`src/rtl/rtsnoc_port_arbiter.sv`:
```
`default_nettype none
// +----------------------------------------------------------------------------+
// | Module   : rtsnoc_port_arbiter                                             |
// | Purpose  : Shares one router local port among four clients (TX arbitration |
// |            with ack) and routes router output flits to one of four clients |
// |            or discards them (RX).                                          |
// | Options  : RTSNOC_ARB_FIXED_PRIO_EN - lowest-index client wins instead of  |
// |            round-robin arbitration.                                        |
// | Revision : 1.0 - initial release                                           |
// +----------------------------------------------------------------------------+
module rtsnoc_port_arbiter #(
    parameter int SOC_SIZE_X     = 1,
    parameter int SOC_SIZE_Y     = 1,
    parameter int NOC_DATA_WIDTH = 16,
    localparam int BUS = NOC_DATA_WIDTH + 2*SOC_SIZE_X + 2*SOC_SIZE_Y + 6
) (
    input  logic             clk_i,
    input  logic             rst_i,
    input  logic [3:0]       req_i,
    input  logic [4*BUS-1:0] flit_i,
    output logic [3:0]       ack_o,
    output logic [BUS-1:0]   din_o,
    output logic             wr_o,
    input  logic             wait_i,
    input  logic [BUS-1:0]   dout_i,
    input  logic             nd_i,
    output logic             rd_o,
    output logic [BUS-1:0]   rx_data_o,
    output logic [3:0]       rx_valid_o,
    input  logic [3:0]       rx_ready_i,
    output logic             drop_o
);

    typedef enum logic [0:0] {
        T_IDLE = 1'b0,
        T_SEND = 1'b1
    } tx_state_t;

    typedef enum logic [0:0] {
        R_IDLE = 1'b0,
        R_HOLD = 1'b1
    } rx_state_t;

    localparam int         DST_LOCAL_LSB = NOC_DATA_WIDTH;
    localparam logic [1:0] RD_GAP        = 2'd2;

    // ------------------------------------------------------------------
    // TX side
    // ------------------------------------------------------------------
    tx_state_t        tx_state;
    logic [1:0]       grant;
    logic [1:0]       arb_idx;
    logic [BUS-1:0]   arb_flit;
    logic             tx_fire;

`ifndef RTSNOC_ARB_FIXED_PRIO_EN
    logic [1:0]       last_grant;
    logic [1:0]       arb_cand;
`endif

    assign tx_fire = !rst_i && (tx_state == T_SEND) && !wait_i;
    assign wr_o    = tx_fire;

    always_comb begin
        ack_o = 4'b0000;
        if (tx_fire) begin
            ack_o[grant] = 1'b1;
        end
    end

`ifdef RTSNOC_ARB_FIXED_PRIO_EN
    always_comb begin
        arb_idx = 2'd0;
        for (int i = 3; i >= 0; i--) begin
            if (req_i[i]) begin
                arb_idx = 2'(i);
            end
        end
    end
`else
    // Scan from the lowest priority (last_grant) up to the highest
    // (last_grant+1) so the last hit is the round-robin winner.
    always_comb begin
        arb_idx  = 2'd0;
        arb_cand = 2'd0;
        for (int i = 4; i >= 1; i--) begin
            arb_cand = last_grant + 2'(i);
            if (req_i[arb_cand]) begin
                arb_idx = arb_cand;
            end
        end
    end
`endif

    assign arb_flit = flit_i[int'(arb_idx)*BUS +: BUS];

    always_ff @(posedge clk_i) begin
        if (rst_i) begin
            tx_state   <= T_IDLE;
            grant      <= 2'd0;
            din_o      <= '0;
`ifndef RTSNOC_ARB_FIXED_PRIO_EN
            last_grant <= 2'd3;
`endif
        end else begin
            case (tx_state)
                T_IDLE: begin
                    if (|req_i) begin
                        grant    <= arb_idx;
                        din_o    <= arb_flit;
                        tx_state <= T_SEND;
                    end
                end
                T_SEND: begin
                    // grant and din_o stay frozen until the router accepts.
                    if (tx_fire) begin
                        tx_state   <= T_IDLE;
`ifndef RTSNOC_ARB_FIXED_PRIO_EN
                        last_grant <= grant;
`endif
                    end
                end
                default: tx_state <= T_IDLE;
            endcase
        end
    end

    // ------------------------------------------------------------------
    // RX side
    // ------------------------------------------------------------------
    rx_state_t        rx_state;
    logic [1:0]       rd_gap_cnt;
    logic             rd_fire;
    logic             dout_drop;
    logic [1:0]       rx_client;

    assign dout_drop = dout_i[DST_LOCAL_LSB + 2];
    assign rx_client = rx_data_o[DST_LOCAL_LSB +: 2];
    assign rd_fire   = !rst_i && (rx_state == R_IDLE) && nd_i && (rd_gap_cnt == 2'd0);
    assign rd_o      = rd_fire;

    always_comb begin
        rx_valid_o = 4'b0000;
        if (rx_state == R_HOLD) begin
            rx_valid_o[rx_client] = 1'b1;
        end
    end

    // The gap counter gives the router time to retire nd_i after a pop,
    // so a stale nd_i never causes a second read of the same flit.
    always_ff @(posedge clk_i) begin
        if (rst_i) begin
            rx_state   <= R_IDLE;
            rx_data_o  <= '0;
            rd_gap_cnt <= 2'd0;
            drop_o     <= 1'b0;
        end else begin
            drop_o <= 1'b0;
            if (rd_gap_cnt != 2'd0) begin
                rd_gap_cnt <= rd_gap_cnt - 2'd1;
            end
            case (rx_state)
                R_IDLE: begin
                    if (rd_fire) begin
                        rx_data_o  <= dout_i;
                        rd_gap_cnt <= RD_GAP;
                        if (dout_drop) begin
                            drop_o <= 1'b1;
                        end else begin
                            rx_state <= R_HOLD;
                        end
                    end
                end
                R_HOLD: begin
                    if (rx_ready_i[rx_client]) begin
                        rx_state <= R_IDLE;
                    end
                end
                default: rx_state <= R_IDLE;
            endcase
        end
    end

endmodule
`default_nettype wire

```
`config.mk`:
```
export PLATFORM = sky130hd
export DESIGN_NAME = rtsnoc_port_arbiter
export DESIGN_NICKNAME = d
export VERILOG_FILES = /design/src/rtl/rtsnoc_port_arbiter.sv
export SDC_FILE = /design/constraint.sdc
export NUM_CORES = 1
export LEC_CHECK = 0
export ABC_CLOCK_PERIOD_IN_PS = 1900
export CAP_MARGIN = 10
export CORE_ASPECT_RATIO = 1.25
export CORE_MARGIN = 1
export CORE_UTILIZATION = 37
export CTS_CLUSTER_DIAMETER = 30
export DETAILED_ROUTE_END_ITERATION = 12
export PLACE_DENSITY = 0.89
export SLEW_MARGIN = 20
export SYNTH_ARGS = -nofsm -noshare
export SYNTH_HDL_FRONTEND = slang
export SYNTH_SLANG_ARGS = --single-unit
```
`constraint.sdc`:
```
create_clock -name clk_i -period 1.9 [get_ports clk_i]
set_input_delay 0.38 -clock clk_i [delete_from_list [all_inputs] [get_ports clk_i]]
set_output_delay 0.38 -clock clk_i [all_outputs]
set_load 0.01 [all_outputs]
```
==> run summary, run 1 <==
Run status
• status: completed

Power and ir drop
• Comb pwr share: 35.0%
• part of the total power dissipated in the clock network: 25.7%
• worst supply voltage drop on vdd: 0.000480 V
• Leak: 0.00221 uW
• Cell Pwr Density: 653 nW/um^2
• Internal Dissipation: 2710 uW
• switching power as a share of total power: 28.7%
• proportion of power drawn by flip-flops and latches: 39.3%
• Switch Pwr: 1090 uW

Logic synthesis
• area share of fa/ha/maj cells after synthesis: 0%
• synthesized area per cell: 8.93 sq um
• top cells by area, synth: sky130_fd_sc_hd__dfxtp_1, sky130_fd_sc_hd__mux2i_1, sky130_fd_sc_hd__nand3_1
• leading post-synthesis cells by instance count: sky130_fd_sc_hd__dfxtp_1, sky130_fd_sc_hd__nand2_1, sky130_fd_sc_hd__nand3_1
• portion of synthesized cell area occupied by the leading cell type: 37.0%
• post-synthesis xor/xnor area fraction: 0%
• dominant combinational cell family by area after synthesis: simple AND/OR/NAND/NOR gates
• Synth async-reset ratio: 0%
• post-synthesis compound-gate area fraction: 14.1%
• most numerous cell in the Yosys netlist: sky130_fd_sc_hd__dfxtp_1
• most area-hungry cell type in the Yosys netlist: sky130_fd_sc_hd__dfxtp_1
• number of nets in the synthesized netlist: 512
• part of the Yosys area used for sequential elements: 37.0%
• count of warnings emitted by yosys: 0
• gate count of the mapped netlist: 370
• Post-synth EDFFs: 0
• number of synthesized register bits: 61
• proportion of synthesized area in mux cells: 21.2%
• count of different cell masters after synthesis: 38
• top_reg_cell synth: sky130_fd_sc_hd__dfxtp_1
• fraction of the mapped netlist area in simple logic gates: 21.3%
• post-synthesis cell area: 3300 sq um

Route
• per-cell via count in the routed design: 5.12
• initial drt markers: 133
• Antenna Violating Nets Remaining: 0
• number of design rule violations left after detail routing: 0
• mean routed wirelength per cell: 16.4 um
• detailed-router iteration count before antenna repair: 4
• vias after detailed routing: 3603
• drt total wl: 11500 um

STA
• Max Clock Skew: 0.00660 ns
• period utilisation layout: 98.4%
• f_max: 0.535 GHz
• RSZ-0062 raised after global routing: yes
• Min Clock Period, post-route: 1.87 ns
• relative slew slack: 60.3%
• worst hold margin: 0.437 ns
• worst slew pin tran: 0.595 ns
• number of failing hold endpoints at the final stage: 0
• Setup Viol. Count Final: 0
• number of max-slew violations in the final report: 0

GRT
• global-route wire length before repair: 16800 um
• via count of the first global-routing pass: 3480
• initial antenna violation count: 0
• total routing usage reported by global routing: 23.4%
• total congestion overflow after global routing: 0
• largest net degree at the start of global routing: 57

Worst setup path
• endpoint class of the critical path: output pin
• largest driver fanout on the critical path: 7
• Startpoint Class: flop
• data required time of the worst path: 1.52 ns
• arrival time of the worst setup path: 1.49 ns
• path type of the worst setup path: flop to output pin

CTS
• count of hold buffers inserted by post-cts repair: 0
• number of CTS-inserted buffers: 9
• clock tree root buffer cell: sky130_fd_sc_hd__clkbuf_8
• buffer depth of the longest clock path: 2
• clock latency at the later pin of the worst-skew pair: 0.33 ns
• Clock Sink Count: 61
• clock slew at the register clock pins of the worst setup and hold paths: 0.07 ns
• level count of the clock H-tree: 3
• TritonCTS clock tree: built

Floorplanning
• Core Rows: 38
• Die Width: 86.5 um
• initial cell density of the core: 38.2%
• y dimension of the die: 108 um
• IO Pins: 205
• DIE AREA: 9320 sq um
• core outline area: 8650 sq um

Finish
• total inserted antenna cells: 0
• Syn-to-layout area delta: 75.8%
• net count of the finished layout: 722
• Filler Cell Count: 672
• Final Non-Filler Cells: 704
• fraction of final layout cells with drive strength greater than 1: 15.6%

Worst hold path
• class of the worst hold path: input port to flop

Place
• cell count after placement: 685
• routability cong.: 0.764
• buffers added on ports: 204
• post-detailed-placement half-perimeter wirelength: 8480 um

Flow run
• number of max-capacitance violations reported: 0

-- power groups by stage --
stage               logic, uW  registers [uW]  clock network [uW]
finish                   1330            1490                 975
global route             1410            1510                1070
CTS                      1290            1490                1000
detailed placement       1280            1520                   0
global placement         1260            1510                   0
floorplan                 542            1560                   0
-- registers in the layout, indices dropped and copies added (netlist names) --
register	flops
din_o	26
rx_data_o	26
grant	2
last_grant	2
rd_gap_cnt	2
drop_o	1
rx_state	1
tx_state	1
-- worst paths after layout --
kind	from	end	slack [ns]	cells after the start
min reg2reg	rd_gap_cnt[0]	rd_gap_cnt[0]	0.45	1
min	wait_i	last_grant[0]	0.44	4
max reg2reg	last_grant[0]	din_o[7]	0.18	8
max	rx_data_o[17]	rx_valid_o[3]	0.03	2
-- through the flow --
| stage | worst slack, ns | util, % | total power [uW] | setup TNS [ns] | cell area [sq um] |
|---|---|---|---|---|---|
| floorplan | 0.289 | - | 2100 | 0 | 3300 |
| global placement | -0.436 | 64.1 | 2760 | -11.07 | 5540 |
| detailed placement | -0.578 | 64.1 | 2800 | -13.71 | 5540 |
| CTS | -0.146 | 66.4 | 3780 | -0.212 | 5740 |
| global route | -0.0632 | 67.1 | 3980 | -0.149 | 5810 |
| finish | 0.0295 | 67.1 | 3790 | 0 | 5810 |
-- area by class of cell --
type / count / area, sq um / share of cell area [%]
clock buffer: 13 / 149 / 2.56
inverter: 2 / 7.51 / 0.129
timing repair buffer: 232 / 2360 / 40.6
tap: 120 / 150 / 2.58
sequential: 61 / 1220 / 21.1
multi-input combinational: 274 / 1910 / 32.9
clock inverter: 2 / 10.0 / 0.172
-- cell families after synthesis --
| kind of cell | Yosys count |
|---|---|
| flops | 61 |
| compound gates | 62 |
| simple gates | 146 |
| buf+inv | 35 |
| mux | 66 |
-- per-layer routing --
layer / vias to the layer above / wire, um / global-route usage, %
met1: 1671 / 4400 / 25.6
met5: - / 0 / 0
met3: 25 / 1060 / 7.67
met2: 164 / 5780 / 41.3
li1: 1743 / - / -
met4: 0 / 306 / 9.52
-- worst max-delay path, stage by stage, from the launching register on --
cell	delay, ns
sky130_fd_sc_hd__dfxtp_1	0.43
sky130_fd_sc_hd__and3_1	0.20
sky130_fd_sc_hd__clkdlybuf4s50_1	0.53
-- cell usage in the layout (no fill, tap or decap), drive strengths merged, types with 3 or more instances in the layout --
master         count
clkdlybuf4s50    192
nand3             46
o221ai            14
dlymetal6s2s       5
mux2              21
clkbuf            14
nor3b             12
buf               28
mux2i             44
nand2b             5
nand2             58
a21oi              3
and3               3
o21ai             39
nor2              11
clkdlybuf4s15      3
dfxtp             61
dlygate4sd2        3
-- what timing repair did --
item	in CTS	in global routing
resized for setup	24	10
setup buffers	2	1
pin swaps	1	3
setup endpoints to repair	10	29
gates cloned	0	1
Power figures use the tool's default switching activity.
==> run 2: changes to the inputs <==
CTS_CLUSTER_SIZE = 20   (was default)
==> results of run 2 <==
Same layout as run 1: the final DEF is identical, and so are final timing and power.
==> edit 1, RTL diff (config.mk and constraints of run 2) <==
Make the reset (`rst_i`) asynchronous in 2 clocked blocks.
--- a/src/rtl/rtsnoc_port_arbiter.sv
+++ b/src/rtl/rtsnoc_port_arbiter.sv
@@ -94,7 +94,7 @@
 
     assign arb_flit = flit_i[int'(arb_idx)*BUS +: BUS];
 
-    always_ff @(posedge clk_i) begin
+    always_ff @(posedge clk_i or posedge rst_i) begin
         if (rst_i) begin
             tx_state   <= T_IDLE;
             grant      <= 2'd0;
@@ -148,7 +148,7 @@
 
     // The gap counter gives the router time to retire nd_i after a pop,
     // so a stale nd_i never causes a second read of the same flit.
-    always_ff @(posedge clk_i) begin
+    always_ff @(posedge clk_i or posedge rst_i) begin
         if (rst_i) begin
             rx_state   <= R_IDLE;
             rx_data_o  <= '0;
Formal check against the unedited RTL: differs if rst_i is asserted again (counterexample within 4 cycles, from zero or initial values and one cycle with rst_i high); with rst_i held inactive, the same outputs for 10 cycles.
==> edit 1 against run 2 <==
  * The flow now finishes with violations (negative setup slack)
  * Register-to-register slack worse by 170 ps
  * Hold slack better by 42 ps
  * Final area hardly changed
  * Sequential cell count stayed put
  * Wire length is 2.6% lower
  * Worst setup slack worse by 61 ps
  * Area after synthesis is 6.9% lower
Power is not compared: it rests on default switching activity, and its combinational part moved more than twofold at a synthesized area within 25%.
==> edit 1: results (changes against run 2) <==
Synthesis
  – Synth area leaders: dfrtp_1 (48%), mux2i_1 (17%), mux2_2 (9.1%) (was dfxtp_1 (37%), mux2i_1 (13%), nand3_1 (7.0%))
  – Synth top cells by count: dfrtp_1 (59), mux2i_1 (51), nand2_1 (38) (was dfxtp_1 (61), nand2_1 (58), nand3_1 (46))
  – Post-synthesis mux area share: 27.0% (was 21.2%)
  – Synth async-reset ratio: 100% (was 0%)
  – Syn Nets: 407 (was 512)
  – Main synth FF type: dfrtp_1 (was dfxtp_1)
  – Compound-cell area share of the yosys netlist: 11.0% (was 14.1%)
  – Synth cell types: 31 (was 38)
  – Seq/Total Area, Yosys: 49.7% (was 37.0%)

Timing
  – Setup ws final: -31.6 ps (was 29.5 ps)
  – Slew @ Worst Pin: 473 ps (was 595 ps)
  – Final setup TNS: -109 ps (was 0 ps)
  – Final-report setup violation count: 9 (was 0)
  – Skew final: 8.75 ps (was 6.60 ps)

Setup path
  – Top Family by Delay on Critical Path: buffers and inverters (unchanged)
  – Crit end category: flip-flop (was output port)
  – Crit path launch: req_i[0] (was rx_data_o[17])
  – Max incr delay on CP: 470 ps (was 530 ps)
  – Worst-path fanout max: 7 (unchanged)
  – R2R Path Start: last_grant[1] (was last_grant[0])
  – Reg-to-reg slack, setup: 10 ps (was 180 ps)
  – Critical path arrival: 2120 ps (was 1490 ps)
  – Register-to-Register Path Depth: 6 (was 8)
  – Worst R2R End: din_o[25] (was din_o[7])

Global route
  – All-Layer GR Usage: 24.9% (was 23.4%)
  – M3 GR Usage: 8.25% (was 7.67%)
  – Vias in the first global route: 3463 (was 3480)
  – First-pass GRT wire length: 17000 µm (was 16800 µm)
  – Grt met2 use: 45.7% (was 41.3%)
  – Largest net degree at the start of global routing: 29 (was 57)
  – Met1 GRT Util: 26.4% (was 25.6%)

Layout
  – Final Net Count: 643 (was 722)
  – Layout cells sized above 1: 21.5% (was 15.6%)
  – # diodes: 0 (unchanged)
  – Filler cells: 525 (was 672)

Status
  – Failing checks: negative setup slack
  – Outcome: finished with violations (was finished, final reports clean)

Detailed routing
  – Vias: 3183 (was 3603)
  – 1st-iter DRT viols: 120 (was 133)
  – Final WL: 11200 µm (was 11500 µm)

Place
  – Routability congestion estimate: 0.793 (was 0.764)
  – Cell area after placement: 5390 µm² (was 5540 µm²)
  – Setup WS pre-CTS: -411 ps (was -578 ps)
  – Detailed Place HPWL: 8210 µm (was 8480 µm)

Power and ir drop
  – Maximum VDD drop: 829 µV

Worst hold path
  – Hold WC Path Type: flip-flop to flip-flop (was primary input to flip-flop)
-- edit 1: logic make-up (layout without fill, tap and decap cells) --
logic type      count (synthesis)  after routing
buf+inv                        23            264
flops                          61             61
simple gates                   61             61
compound gates                 42             42
mux                            78             78
-- edit 1: metrics by stage --
stage	utilization [%]	cells
2_1_floorplan	-	265
3_3_place_gp	67.9	571
3_5_place_dp	67.9	571
4_1_cts	70.4	589
5_1_grt	73.3	601
6_report	73.3	601
-- edit 1: power breakdown --
group / leakage (nW) / switching [mW] / total, mW / internal, mW
registers: 0.731 / 0.421 / 2.37 / 1.94
clock network: 0.0964 / 0.499 / 1.14 / 0.638
logic: 1.72 / 1.79 / 4.31 / 2.52
-- edit 1: repair_timing --
| item | 4_1_cts | 5_1_grt |
|---|---|---|
| setup buffers | 2 | 9 |
| resized for setup | 15 | 30 |
| gates cloned | 0 | 3 |
| pin swaps | 0 | 13 |
| setup endpoints to repair | 10 | 33 |
-- edit 1: metal layers --
layer  part of all wire, %  vias up
met5                     0        -
met4                   2.0        0
li1                      -     1452
met2                    55      160
met3                   8.3       20
met1                    35     1551
-- edit 1: how the worst min path moves through the flow --
| stage | slack [ps] | startpoint | cells past startpoint | endpoint |
|---|---|---|---|---|
| finish | 480 | rx_data_o[18] | 1 | rx_data_o[18] |
| global placement | 440 | rd_gap_cnt[0] | 1 | rd_gap_cnt[0] |
| floorplan | 430 | rd_gap_cnt[0] | 1 | rd_gap_cnt[0] |
| detailed placement | 450 | rd_gap_cnt[0] | 1 | rd_gap_cnt[0] |
| global route | 500 | rd_gap_cnt[0] | 1 | rd_gap_cnt[0] |
| CTS | 470 | rst_i | 5 | rx_data_o[14] |
-- edit 1: area by class of cell --
cell class              instances  area [µm²]  share of cell area [%]
well taps                      95         119                    2.04
flip-flops and latches         61        1530                    26.3
clock buffers                  12         145                    2.50
clock inverters                 4        47.5                   0.818
repair buffers                242        2390                    41.1
inverters                       6        26.3                   0.452
multi-input cells             181        1550                    26.7
-- edit 1: worst reg2reg max path, stage by stage (launching register included) --
cell and delay (ps):
dfstp_2 580, nand2_2 70, a311o_2 460, buf_6 150, clkbuf_16 160, mux2i_1 200, o221ai_1 140
==> edit 2, RTL diff (settings of run 2) <==
Made on the original files. Change the parameter `NOC_DATA_WIDTH` from 16 to 32.
--- a/src/rtl/rtsnoc_port_arbiter.sv
+++ b/src/rtl/rtsnoc_port_arbiter.sv
@@ -11,7 +11,7 @@
 module rtsnoc_port_arbiter #(
     parameter int SOC_SIZE_X     = 1,
     parameter int SOC_SIZE_Y     = 1,
-    parameter int NOC_DATA_WIDTH = 16,
+    parameter int NOC_DATA_WIDTH = 32,
     localparam int BUS = NOC_DATA_WIDTH + 2*SOC_SIZE_X + 2*SOC_SIZE_Y + 6
 ) (
     input  logic             clk_i,
Interface: changed (resized din_o, dout_i, flit_i and rx_data_o); port bits go from 205 to 317. No check against the original RTL was run, so the function may have changed too.
==> edit 2 against run 2 <==
  * Power rose by 56%
  * Core utilization increased by 3.8 points
  * Worst setup slack better by 16 ps
  * Area after synthesis up 32%
  * Final area grew 41%
  * Fmax rose by 0.86%
  * Sequential cell count up 32
  * Wire length increased by 49%
==> edit 2: results (changes against run 2) <==
Place
  – PortBufs: 316 (was 204)
  – Setup WS pre-CTS: -477 ps (was -578 ps)
  – Cell Count Post-Placement: 926 (was 685)

Layout
  – Multi-input gate share of the layout cell area: 27.6% (was 32.9%)
  – Top Registers: din_o: 42 flops, rx_data_o: 42 flops (was din_o: 26 flops, rx_data_o: 26 flops)
  – Non-clock buffering overhead: 43.7% (was 40.6%)
  – # diodes: 3 (was 0)
  – Bufs w/o clock: 353 (was 232)
  – Layout cells sized above 1: 9.79% (was 15.6%)
  – Filler cells: 848 (was 672)
  – Seq cells: 93 (was 61)
  – Invs w/o clock: 4 (was 2)

Detailed routing
  – 1st-iter DRT viols: 149 (was 133)
  – Vias per inst: 5.21 (was 5.12)

Clocking
  – CTS resizes: 53 (was 24)
  – CTS root buffer: clkbuf_16 (was clkbuf_8)

Power and ir drop
  – Maximum VDD drop: 410 µV (was 480 µV)
  – Comb pwr: 1.86 mW (was 1.33 mW)
  – Switching Share: 28.6% (was 28.7%)
  – Seq group: 2.28 mW (was 1.49 mW)

Synthesis
  – Syn Nets: 697 (was 512)
  – Seq/Total Area, Yosys: 42.6% (was 37.0%)
  – Compound-cell area share of the yosys netlist: 15.1% (was 14.1%)
  – Top cell type's share of synthesized area: 42.6% (was 37.0%)

Global route
  – First-pass GRT wire length: 25700 µm (was 16800 µm)
  – All-Layer GR Usage: 27.3% (was 23.4%)
  – Vias in the first global route: 5088 (was 3480)

Setup path
  – Slowest stage cell, crit path: dfxtp_2 (was clkdlybuf4s50_1)
  – Worst-path fanout max: 8 (was 7)

Timing
  – Minimum clock period: 1850 ps (was 1870 ps)
  – Slew @ Worst Pin: 697 ps (was 595 ps)
  – Skew final: 8.37 ps (was 6.60 ps)

Status
  – Outcome: finished, final reports clean (unchanged)
[edit 2: changes by cell type in the layout (fill, tap and decap cells not counted), moves of 10 or more]
cell and change:
clkbuf_8 -10, clkdlybuf4s50_1 +111, dfxtp_1 +30, mux2_2 -20
mux2i_1 +39, nand2_1 +72, nand3_1 -46, o21ai_0 +16
o21ai_1 -12, o221ai_1 +36
[edit 2: routing by layer]
layer	track usage, %	routed length [µm]	vias up
li1	-	-	2353
met1	27.2	6070	2295
met2	50.0	8650	245
met3	10.7	1840	44
met4	12.9	572	2
met5	0	18	-
[edit 2: final timing paths]
path              depth (start not counted)           from       endpoint  slack (ps)
setup / recovery                          8  last_grant[0]      din_o[23]          50
hold / removal                            1  rd_gap_cnt[0]  rd_gap_cnt[0]         460
setup reg to reg                          8  last_grant[0]      din_o[23]          50
hold reg to reg                           1  rd_gap_cnt[0]  rd_gap_cnt[0]         460
